===== src/rtl/enemy_draw_scheduler_pkg.sv =====
`default_nettype none
// ============================================================================
// Module      : draw_sched_pkg
// Description : Shared types and constants for the enemy draw scheduler.
//               ENEMY_COUNT  - number of enemy objects sharing the engine
//               enemy_id_t   - 2-bit enemy index (0..2)
//               sched_state_t- scheduler FSM state encoding
//               next_id()    - circular successor of an enemy index
// Revision    : 1.0 - initial release
// ============================================================================
package draw_sched_pkg;

    localparam int ENEMY_COUNT = 3;

    // Mirror the DAC width of vector_pkg and the ROM address width of img_pkg
    // so this block stays self-contained.
    localparam int DAC_WIDTH  = 8;
    localparam int ADDR_WIDTH = 16;

    typedef logic [1:0] enemy_id_t;

    localparam enemy_id_t c_LAST_ID = enemy_id_t'(ENEMY_COUNT - 1);

    typedef enum logic [2:0] {
        S_IDLE      = 3'd0,
        S_SELECT    = 3'd1,
        S_START     = 3'd2,
        S_WAIT      = 3'd3,
        S_FRAME_END = 3'd4
    } sched_state_t;

    // Circular successor: 0 -> 1 -> 2 -> 0.
    function automatic enemy_id_t next_id(input enemy_id_t id);
        return (id >= c_LAST_ID) ? enemy_id_t'(0) : enemy_id_t'(id + 2'd1);
    endfunction

endpackage
`default_nettype wire


===== src/rtl/enemy_draw_scheduler_rr_pick.sv =====
`default_nettype none
// ============================================================================
// Module      : rr_pick
// Description : Combinational round-robin picker. Scans the 3-bit request
//               mask circularly starting at i_rr_ptr and returns the first
//               set position.
//   i_mask    in  3  request mask (bit n = enemy n)
//   i_rr_ptr  in  2  scan start position (0..2)
//   o_valid   out 1  at least one request present
//   o_id      out 2  chosen enemy (0 when o_valid is low)
// Revision    : 1.0 - initial release
// ============================================================================
module rr_pick
    import draw_sched_pkg::*;
(
    input  logic [ENEMY_COUNT-1:0] i_mask,
    input  enemy_id_t              i_rr_ptr,
    output logic                   o_valid,
    output enemy_id_t              o_id
);

    enemy_id_t w_c0;
    enemy_id_t w_c1;
    enemy_id_t w_c2;

    // An out-of-range pointer (3) is folded onto 0 so the scan never indexes
    // past the mask.
    assign w_c0 = (i_rr_ptr > c_LAST_ID) ? enemy_id_t'(0) : i_rr_ptr;
    assign w_c1 = next_id(w_c0);
    assign w_c2 = next_id(w_c1);

    always_comb begin
        o_valid = |i_mask;
        o_id    = enemy_id_t'(0);
        if (i_mask[w_c0]) begin
            o_id = w_c0;
        end else if (i_mask[w_c1]) begin
            o_id = w_c1;
        end else if (i_mask[w_c2]) begin
            o_id = w_c2;
        end
    end

endmodule
`default_nettype wire


===== src/rtl/enemy_draw_scheduler.sv =====
`default_nettype none
// ============================================================================
// Module      : enemy_draw_scheduler
// Description : Time-shares the single vector draw engine between the three
//               enemy objects. Each frame_start draws every spawned enemy
//               once, round-robin, with a rotating start index.
//   clk, rst            clock / synchronous active-high reset
//   frame_start         pulse, begins a draw frame
//   spawn_enemyN        enemy N alive (N = 1..3)
//   xenemyN, adr_enemyN enemy N X position and sprite ROM base
//   draw_done           engine pulse, current sprite finished
//   draw_start          pulse, engine begins sprite
//   draw_x/adr/id       latched parameters of the sprite being drawn
//   busy                high in every state except IDLE
//   frame_done          pulse, frame finished
//   timeout_err         sticky, a draw was abandoned after TIMEOUT_CYCLES
//   frame_overrun       sticky, frame_start arrived while busy
// Revision    : 1.0 - initial release
// ============================================================================
module enemy_draw_scheduler
    import draw_sched_pkg::*;
#(
    parameter int ADDRESSWIDTH   = ADDR_WIDTH,
    parameter int OUT_WIDTH      = DAC_WIDTH,
    parameter int TIMEOUT_CYCLES = 4096
) (
    input  logic                    clk,
    input  logic                    rst,
    input  logic                    frame_start,
    input  logic                    spawn_enemy1,
    input  logic                    spawn_enemy2,
    input  logic                    spawn_enemy3,
    input  logic [OUT_WIDTH-1:0]    xenemy1,
    input  logic [OUT_WIDTH-1:0]    xenemy2,
    input  logic [OUT_WIDTH-1:0]    xenemy3,
    input  logic [ADDRESSWIDTH-1:0] adr_enemy1,
    input  logic [ADDRESSWIDTH-1:0] adr_enemy2,
    input  logic [ADDRESSWIDTH-1:0] adr_enemy3,
    input  logic                    draw_done,
    output logic                    draw_start,
    output logic [OUT_WIDTH-1:0]    draw_x,
    output logic [ADDRESSWIDTH-1:0] draw_adr,
    output enemy_id_t               draw_id,
    output logic                    busy,
    output logic                    frame_done,
    output logic                    timeout_err,
    output logic                    frame_overrun
);

    localparam int c_CNT_W = (TIMEOUT_CYCLES > 2) ? $clog2(TIMEOUT_CYCLES) : 1;
    localparam logic [c_CNT_W-1:0] c_TIMEOUT_LAST = c_CNT_W'(TIMEOUT_CYCLES - 1);

    sched_state_t             r_state;
    sched_state_t             w_state_next;
    logic [ENEMY_COUNT-1:0]   r_pending;
    enemy_id_t                r_rr_ptr;
    logic [c_CNT_W-1:0]       r_wait_cnt;

    logic [ENEMY_COUNT-1:0]   w_spawn;
    logic [ENEMY_COUNT-1:0]   w_mask;
    logic                     w_valid;
    enemy_id_t                w_pick_id;
    logic [OUT_WIDTH-1:0]     w_pick_x;
    logic [ADDRESSWIDTH-1:0]  w_pick_adr;
    logic                     w_timeout;

    assign w_spawn = {spawn_enemy3, spawn_enemy2, spawn_enemy1};

    // Enemies that despawn mid-frame drop out of the candidate set.
    assign w_mask = r_pending & w_spawn;

    rr_pick u_rr_pick (
        .i_mask   (w_mask),
        .i_rr_ptr (r_rr_ptr),
        .o_valid  (w_valid),
        .o_id     (w_pick_id)
    );

    always_comb begin
        w_pick_x   = xenemy3;
        w_pick_adr = adr_enemy3;
        case (w_pick_id)
            2'd0: begin
                w_pick_x   = xenemy1;
                w_pick_adr = adr_enemy1;
            end
            2'd1: begin
                w_pick_x   = xenemy2;
                w_pick_adr = adr_enemy2;
            end
            default: begin
                w_pick_x   = xenemy3;
                w_pick_adr = adr_enemy3;
            end
        endcase
    end

    // Next-state logic. draw_done takes priority over the timeout so a done
    // that lands on the final counted cycle is not reported as an error.
    always_comb begin
        w_state_next = r_state;
        w_timeout    = 1'b0;
        unique case (r_state)
            S_IDLE: begin
                if (frame_start) begin
                    w_state_next = S_SELECT;
                end
            end
            S_SELECT: begin
                w_state_next = w_valid ? S_START : S_FRAME_END;
            end
            S_START: begin
                w_state_next = S_WAIT;
            end
            S_WAIT: begin
                if (draw_done) begin
                    w_state_next = S_SELECT;
                end else if (r_wait_cnt == c_TIMEOUT_LAST) begin
                    w_state_next = S_SELECT;
                    w_timeout    = 1'b1;
                end
            end
            S_FRAME_END: begin
                w_state_next = S_IDLE;
            end
            default: begin
                w_state_next = S_IDLE;
            end
        endcase
    end

    // State register plus registered outputs, which are decoded from the
    // next state so they line up with the state they belong to.
    always_ff @(posedge clk) begin
        if (rst) begin
            r_state       <= S_IDLE;
            r_pending     <= '0;
            r_rr_ptr      <= '0;
            r_wait_cnt    <= '0;
            draw_start    <= 1'b0;
            draw_x        <= '0;
            draw_adr      <= '0;
            draw_id       <= '0;
            busy          <= 1'b0;
            frame_done    <= 1'b0;
            timeout_err   <= 1'b0;
            frame_overrun <= 1'b0;
        end else begin
            r_state    <= w_state_next;
            busy       <= (w_state_next != S_IDLE);
            draw_start <= (w_state_next == S_START);
            frame_done <= (w_state_next == S_FRAME_END);

            if ((r_state == S_IDLE) && frame_start) begin
                r_pending <= w_spawn;
            end

            if ((r_state == S_SELECT) && w_valid) begin
                draw_id              <= w_pick_id;
                draw_x               <= w_pick_x;
                draw_adr             <= w_pick_adr;
                r_pending[w_pick_id] <= 1'b0;
            end

            if (r_state == S_START) begin
                r_wait_cnt <= '0;
            end else if (r_state == S_WAIT) begin
                r_wait_cnt <= r_wait_cnt + 1'b1;
            end

            if (w_timeout) begin
                timeout_err <= 1'b1;
            end

            if (frame_start && (r_state != S_IDLE)) begin
                frame_overrun <= 1'b1;
            end

            if (r_state == S_FRAME_END) begin
                r_rr_ptr <= next_id(r_rr_ptr);
            end
        end
    end

endmodule
`default_nettype wire


===== config.mk =====
export PLATFORM = sky130hd
export DESIGN_NAME = enemy_draw_scheduler
export DESIGN_NICKNAME = d
export VERILOG_FILES = /design/src/rtl/enemy_draw_scheduler_pkg.sv /design/src/rtl/enemy_draw_scheduler_rr_pick.sv /design/src/rtl/enemy_draw_scheduler.sv
export SDC_FILE = /design/constraint.sdc
export NUM_CORES = 1
export LEC_CHECK = 0
export ABC_AREA = 0
export BUFFER_PORTS_ARGS = -buffer_cell sky130_fd_sc_hd__buf_2
export CORE_MARGIN = 1.5
export CORE_UTILIZATION = 38
export CTS_CLUSTER_SIZE = 28
export DETAILED_ROUTE_END_ITERATION = 10
export HOLD_SLACK_MARGIN = 0.06
export PLACE_DENSITY_LB_ADDON = 0.05
export SYNTH_ARGS = -nofsm -noshare
export SYNTH_HDL_FRONTEND = slang
export SYNTH_SLANG_ARGS = --single-unit

===== constraint.sdc =====
create_clock -name clk -period 2.3 [get_ports clk]
set_input_delay 0 -clock clk [delete_from_list [all_inputs] [get_ports clk]]
set_output_delay 0 -clock clk [all_outputs]
set_load 0.02 [all_outputs]

# [Yosys cells after proc, flatten, opt, wreduce, memory -nomap -nowiden]
# Index checks and enable logic that the tools add are counted.
[word_totals] reg_bits=51 memories=0 mem_bits_rw=0 output_inout_bits=31 wordCells=74 latch_bits=0 input_bits=79 mem_bits_ro=0
[op_classes] order_cmp=9 bitwise_logic=3 n_shift=0 eq_ne=8 addsub=4 muxes=28 n_mul=0 div_mod_pow=0 n_reduce_logical=10
[op_table] op="case mux 16 bit (2 select lines)" count=1
[op_table] op="two-way mux 3 bit" count=7
[op_table] op="case mux 8 bit (2 select lines)" count=1
[op_table] op="two-way mux 2 bit" count=7
[op_table] op="adder 12 x 1 -> 12 bit, second input constant" count=1
[op_table] op="== test 12 bit, second input constant" count=1
[op_table] op="< comparator 2 x 3 -> 1 bit, second input constant" count=4
[op_table] op="case mux 3 bit (4 select lines)" count=1
[op_table] op="== test 3 x 2 -> 1 bit, second input constant" count=3
[op_table] op="two-way mux 1 bit" count=7
[op_table] op="adder 2 x 1 -> 2 bit, second input constant" count=3
[op_table] op="AND 3 bit" count=2
[op_table] op="binary-select mux 1 bit (select 2 bit)" count=3
[op_table] op="== test 3 bit, second input constant" count=2
[op_table] op="greater-or-equal comparator 2 bit, second input constant" count=3
[op_table] op="nonzero test 3 bit" count=2
[op_table] op="logical AND 1 bit" count=4
[op_table] op="== test 3 x 1 -> 1 bit, second input constant" count=1
[op_table] op="logical NOT 3 bit" count=1
[op_table] op="NOT 3 bit" count=1
[op_table] op="OR reduction 3 bit" count=1
[op_table] op="demux 1 bit (select 2 bit)" count=1
[op_table] op="== test 2 x 1 -> 1 bit, second input constant" count=1
[op_table] op="greater-or-equal comparator 2 x 1 -> 1 bit, second input constant" count=1
[op_table] op="3 further kinds" count=3

# [Logic depth before layout (Yosys ltp)]
[logic_depth] depth_word=18 ltp_mapped=8

# [Cells and area by module]
# Synthesis repeated with hierarchy kept, for this count alone.
[hier_totals] hier_cells=347 hier_area_um2=2680.1
[by_module_without_submodules] module="enemy_draw_scheduler" n_inst=1 cells_per_inst=327 area_each_um2=2534.9
[by_module_without_submodules] module="rr_pick" n_inst=1 cells_per_inst=20 area_each_um2=145.1

# [Least setup slack after synthesis]
# Ideal clock, no wire load.
[synth_timing] path_type="reg2reg" startpoint="register r_rr_ptr[0]" endpoint="register draw_adr[6]" path_stages_with_launch=8 arrival_time_ns=1.948 setup_time_ns=0.115 setup_slack_ns=0.236 path_cell_list="dfxtp_1 -> inv_1 -> ha_1 -> nand2b_1 -> a21oi_2 -> nor4_4 -> mux2_2 -> a21bo_2"
[synth_between] elab_chain_cells=13
[synth_lines] element="from (decl)" line="enemy_draw_scheduler.sv:56" rtl="enemy_id_t r_rr_ptr;"
[synth_lines] element="from (signal assigned)" line="enemy_draw_scheduler.sv:180" rtl="r_rr_ptr <= next_id(r_rr_ptr);"
[synth_lines] element="> comparator 2 bit" line="enemy_draw_scheduler_rr_pick.sv:28" rtl="assign w_c0 = (i_rr_ptr > c_LAST_ID) ? enemy_id_t'(0) : i_rr_ptr;"
[synth_lines] element="two-way mux 2 bit *" line="enemy_draw_scheduler_rr_pick.sv:28"
[synth_lines] element="adder 2 x 1 -> 2 bit or greater-or-equal comparator 2 bit (tied branches)" line="enemy_draw_scheduler_pkg.sv:34" rtl="return (id >= c_LAST_ID) ? enemy_id_t'(0) : enemy_id_t'(id + 2'd1);"
[synth_lines] element="two-way mux 2 bit" line="enemy_draw_scheduler_pkg.sv:34"
[synth_lines] element="adder 2 x 1 -> 2 bit or greater-or-equal comparator 2 bit (tied branches)" line="enemy_draw_scheduler_pkg.sv:34"
[synth_lines] element="two-way mux 2 bit" line="enemy_draw_scheduler_pkg.sv:34"
[synth_lines] element="binary-select mux 1 bit (select 2 bit)" line="enemy_draw_scheduler_rr_pick.sv:39" rtl="end else if (i_mask[w_c2]) begin"
[synth_lines] element="two-way mux 1 bit (implied by the code)" line="enemy_draw_scheduler_rr_pick.sv:39"
[synth_lines] element="two-way mux 2 bit" line="enemy_draw_scheduler_rr_pick.sv:39"
[synth_lines] element="two-way mux 2 bit" line="enemy_draw_scheduler_rr_pick.sv:37" rtl="end else if (i_mask[w_c1]) begin"
[synth_lines] element="two-way mux 2 bit *" line="enemy_draw_scheduler_rr_pick.sv:35" rtl="if (i_mask[w_c0]) begin"
[synth_lines] element="== test 2 x 1 -> 1 bit or logical NOT 2 bit (tied branches)" line="enemy_draw_scheduler.sv:82" rtl="case (w_pick_id)"
[synth_lines] element="case mux 16 bit (2 select lines) *" line="enemy_draw_scheduler.sv:82"
[synth_lines] element="to (signal assigned)" line="enemy_draw_scheduler.sv:161" rtl="draw_adr <= w_pick_adr;"
[synth_lines] element="to (decl)" line="enemy_draw_scheduler.sv:42" rtl="output logic [ADDRESSWIDTH-1:0] draw_adr,"
# Mark *: on every way between the ends. The rest lies on a longest branch, timed or not. The select of a mux whose other input is x is not followed.
# A chain may end at the register's enable or synchronous reset.

# [Worst setup path after layout]
[layout_timing] startpoint="register r_rr_ptr[1]" endpoint="register draw_adr[6]"
# The elaborated chain is that of the path after synthesis.

==> out/results.tsv <==
metric	value	unit
power per cell area	480	nW/µm²
synthesis-stage register bit count	51	
Iter 0 DRT Violations	113	
Num CTS Buffers	5	
crit path kind	reg2reg	
num ports	110	
gpl congestion	0.742	
initial antenna violation count	0	
DRC	0	
Worst VDD drop	0.000338	V
Total Power	1.92	mW
fmax	0.463	GHz
vias in the first global route	2836	
post-DR wirelength/cell	14.8	µm
TritonRoute pass-1 iters	4	
post-route minimum period	2.16	ns
Rows	29	
startpoint types	flip-flop	
Die X	84.5	µm
final WL	7990	µm
Final Hold Vio Count	0	
Layout area overhead	58.2	%
clock sinks	51	
fin crit share	0.938	
Bufs on Longest Clock Path	2	
WL met2	3990	µm
CP Data Required Time	2.51	ns
Buf+Inv Stages, Crit Path	2	
Crit. End Element	flip-flop	
syn nets	366	
Ys Warns	0	
clock skew	0.00557	ns
Main synth FF type	dfxtp_1	
input/output buffers	109	
clock slew seen by the registers of the worst setup and hold paths	0.09	ns
Clock Latency Late Sink	0.30	ns
hpwl dp	4840	µm
Vias/cell	5.19	
RSZ-0062 raised after global routing	false	
Async S/R FF share, synth	0	
met3 WL post-DR	450	µm
Top delay family on crit path	simple AND/OR/NAND/NOR gates	
Critical Path Fanout Max	27	
first-pass GRT wire length	13000	µm
Worst path slowest cell	dfxtp_1	
Seq/Total Area, Yosys	0.404	
actual slew at the worst max-slew pin	0.717	ns
antenna cells	0	
leakage power total	1.71	nW
CTS tree	built	
CP cell instances	inv_1 > ha_1 > nand2b_1 > a21oi_2 > nor4_4 > buf_12 > mux2_2 > a21bo_2	
syn avg cell area	8.95	µm²
Core Box Area	6390	µm²
synth unique cells	42	
Pins Over Slew Limit	0	
vias	2800	
Final setup viols	0	
final net count	546	
crit path DAT	2.36	ns
Die Y	84.5	µm
Synth Cell Area	2520	µm²
ratio of cells with drive above 1 in the final layout	0.297	
Max-slew headroom	0.519	
max-cap violations	0	
Max Used Layer	met4	
post-CTS setup buffers	0	
Antenna Nets Post-Route	0	
Setup TNS	0	ns
Hold Path Class	in2reg	
Root Buffer Master	clkbuf_8	
GRT overflow	0	
# H-tree levels	2	
status	finished clean	
FF-to-FF setup slack	0.14	ns
number of synthesized flops with an enable pin	0	
pin count of the biggest net entering global routing	42	
Gate Count Post-Synth	282	
die area	7140	µm²
Critical Path Max Stage Delay	0.36	ns
Metal-1 WL	3410	µm
GR Util All Layers	0.224	
initial core utilization	0.395	
-- layer usage --
layer | up-vias | track usage
met4 | 0 | 0.0674
li1 | 1412 | -
met2 | 98 | 0.396
met1 | 1278 | 0.272
met5 | - | 0
met3 | 12 | 0.0472
-- cell families after synthesis --
kind of cell             after synthesis  synth area share
XOR/XNOR                               7            0.0243
AO/OA/AOI/OAI                         74             0.250
flip-flops                            51             0.404
multiplexers                           4            0.0164
buffers and inverters                 27            0.0595
AND/OR/NAND/NOR                      114             0.221
adder cells (fa/ha/maj)                5            0.0248
-- worst register-to-register path, cell delays in order (launching register included) --
cell and delay, ns:
dfxtp_1 0.36, inv_1 0.08, ha_1 0.31, nand2b_1 0.15
a21oi_2 0.08, nor4_4 0.32, buf_12 0.22, mux2_2 0.35
a21bo_2 0.18
-- where the power goes --
part           leakage, nW  switching [mW]  internal, mW
Sequential           0.414          0.0273         0.922
Combinational         1.25           0.202         0.235
Clock               0.0470           0.295         0.237
Total                 1.71           0.524          1.39
-- layout make-up --
cell class                      count  area [µm²]
Fill cell                         545        2390
Timing Repair Buffer              194        1410
Multi-Input combinational cell    204        1360
Sequential cell                    51        1020
Tap cell                           77        96.3
Clock buffer                        6        82.6
Inverter                            6        22.5
Clock inverter                      1        5.00
-- cell usage in the layout, fill, tap and decap left out, types with 3 or more instances in the layout --
cell | netlist | layout
a221o_1 | 23 | 23
dlygate4sd3_1 | 0 | 74
buf_2 | 6 | 109
xnor2_1 | 4 | 4
o21ai_0 | 5 | 5
inv_1 | 5 | 5
nor2_1 | 60 | 60
buf_4 | 3 | 8
a32o_1 | 23 | 23
xor2_1 | 3 | 3
nand3_1 | 9 | 9
mux2i_1 | 3 | 3
nand2_1 | 13 | 13
nand4_1 | 3 | 3
nor3_1 | 9 | 8
buf_12 | 0 | 3
a21oi_1 | 13 | 13
or3_1 | 4 | 4
dfxtp_1 | 51 | 50
clkbuf_8 | 0 | 6
ha_1 | 5 | 5
-- registers in the layout (all words and copies together) (netlist names), 2 cells and up --
signal and count:
draw_x 8, r_pending 3, draw_id 2, r_state 3
draw_adr 16, r_rr_ptr 2, r_wait_cnt 12
-- cell usage after synthesis (all sizes together), types with 3 or more instances --
library cell	number	share of area
a21oi	15	0.033
a221o	23	0.091
a32o	23	0.091
buf	14	0.040
clkbuf	7	0.010
dfxtp	51	0.40
ha	5	0.025
inv	5	0.0074
mux2i	3	0.012
nand2	13	0.019
nand2b	3	0.010
nand3	9	0.018
nand4	3	0.0074
nor2	60	0.089
nor3	10	0.024
o21ai	6	0.012
or3	5	0.014
xnor2	4	0.014
xor2	3	0.010
-- worst paths after layout --
path / from / endpoint / cells past startpoint
worst min-delay path: adr_enemy2[13] / draw_adr[13]$_SDFFE_PP0P_ / 3
worst max register to register: r_rr_ptr[1]$_SDFFE_PP0N_ / draw_adr[6]$_SDFFE_PP0P_ / 8
worst max-delay path: r_rr_ptr[1]$_SDFFE_PP0N_ / draw_adr[6]$_SDFFE_PP0P_ / 8
worst min register to register: frame_overrun$_SDFFE_PP0P_ / frame_overrun$_SDFFE_PP0P_ / 2
-- repair_timing --
action	4_1_cts	5_1_grt
endpoints found under the hold margin	30	0
setup endpoints to repair	0	1
hold buffers	74	0
gates resized for setup	0	1
-- stage by stage --
step	hold WS [ns]	util	worst slack, ns	instances	instance area, µm²
5_1_grt	0.0824	0.625	0.0164	539	3990
3_3_place_gp	0.240	0.495	0.180	458	3160
3_5_place_dp	0.242	0.495	0.138	458	3160
6_report	0.0789	0.625	0.142	539	3990
2_1_floorplan	0.141	-	0.236	282	2520
4_1_cts	0.0610	0.625	0.117	539	3990
(Power assumes the default switching activity.)
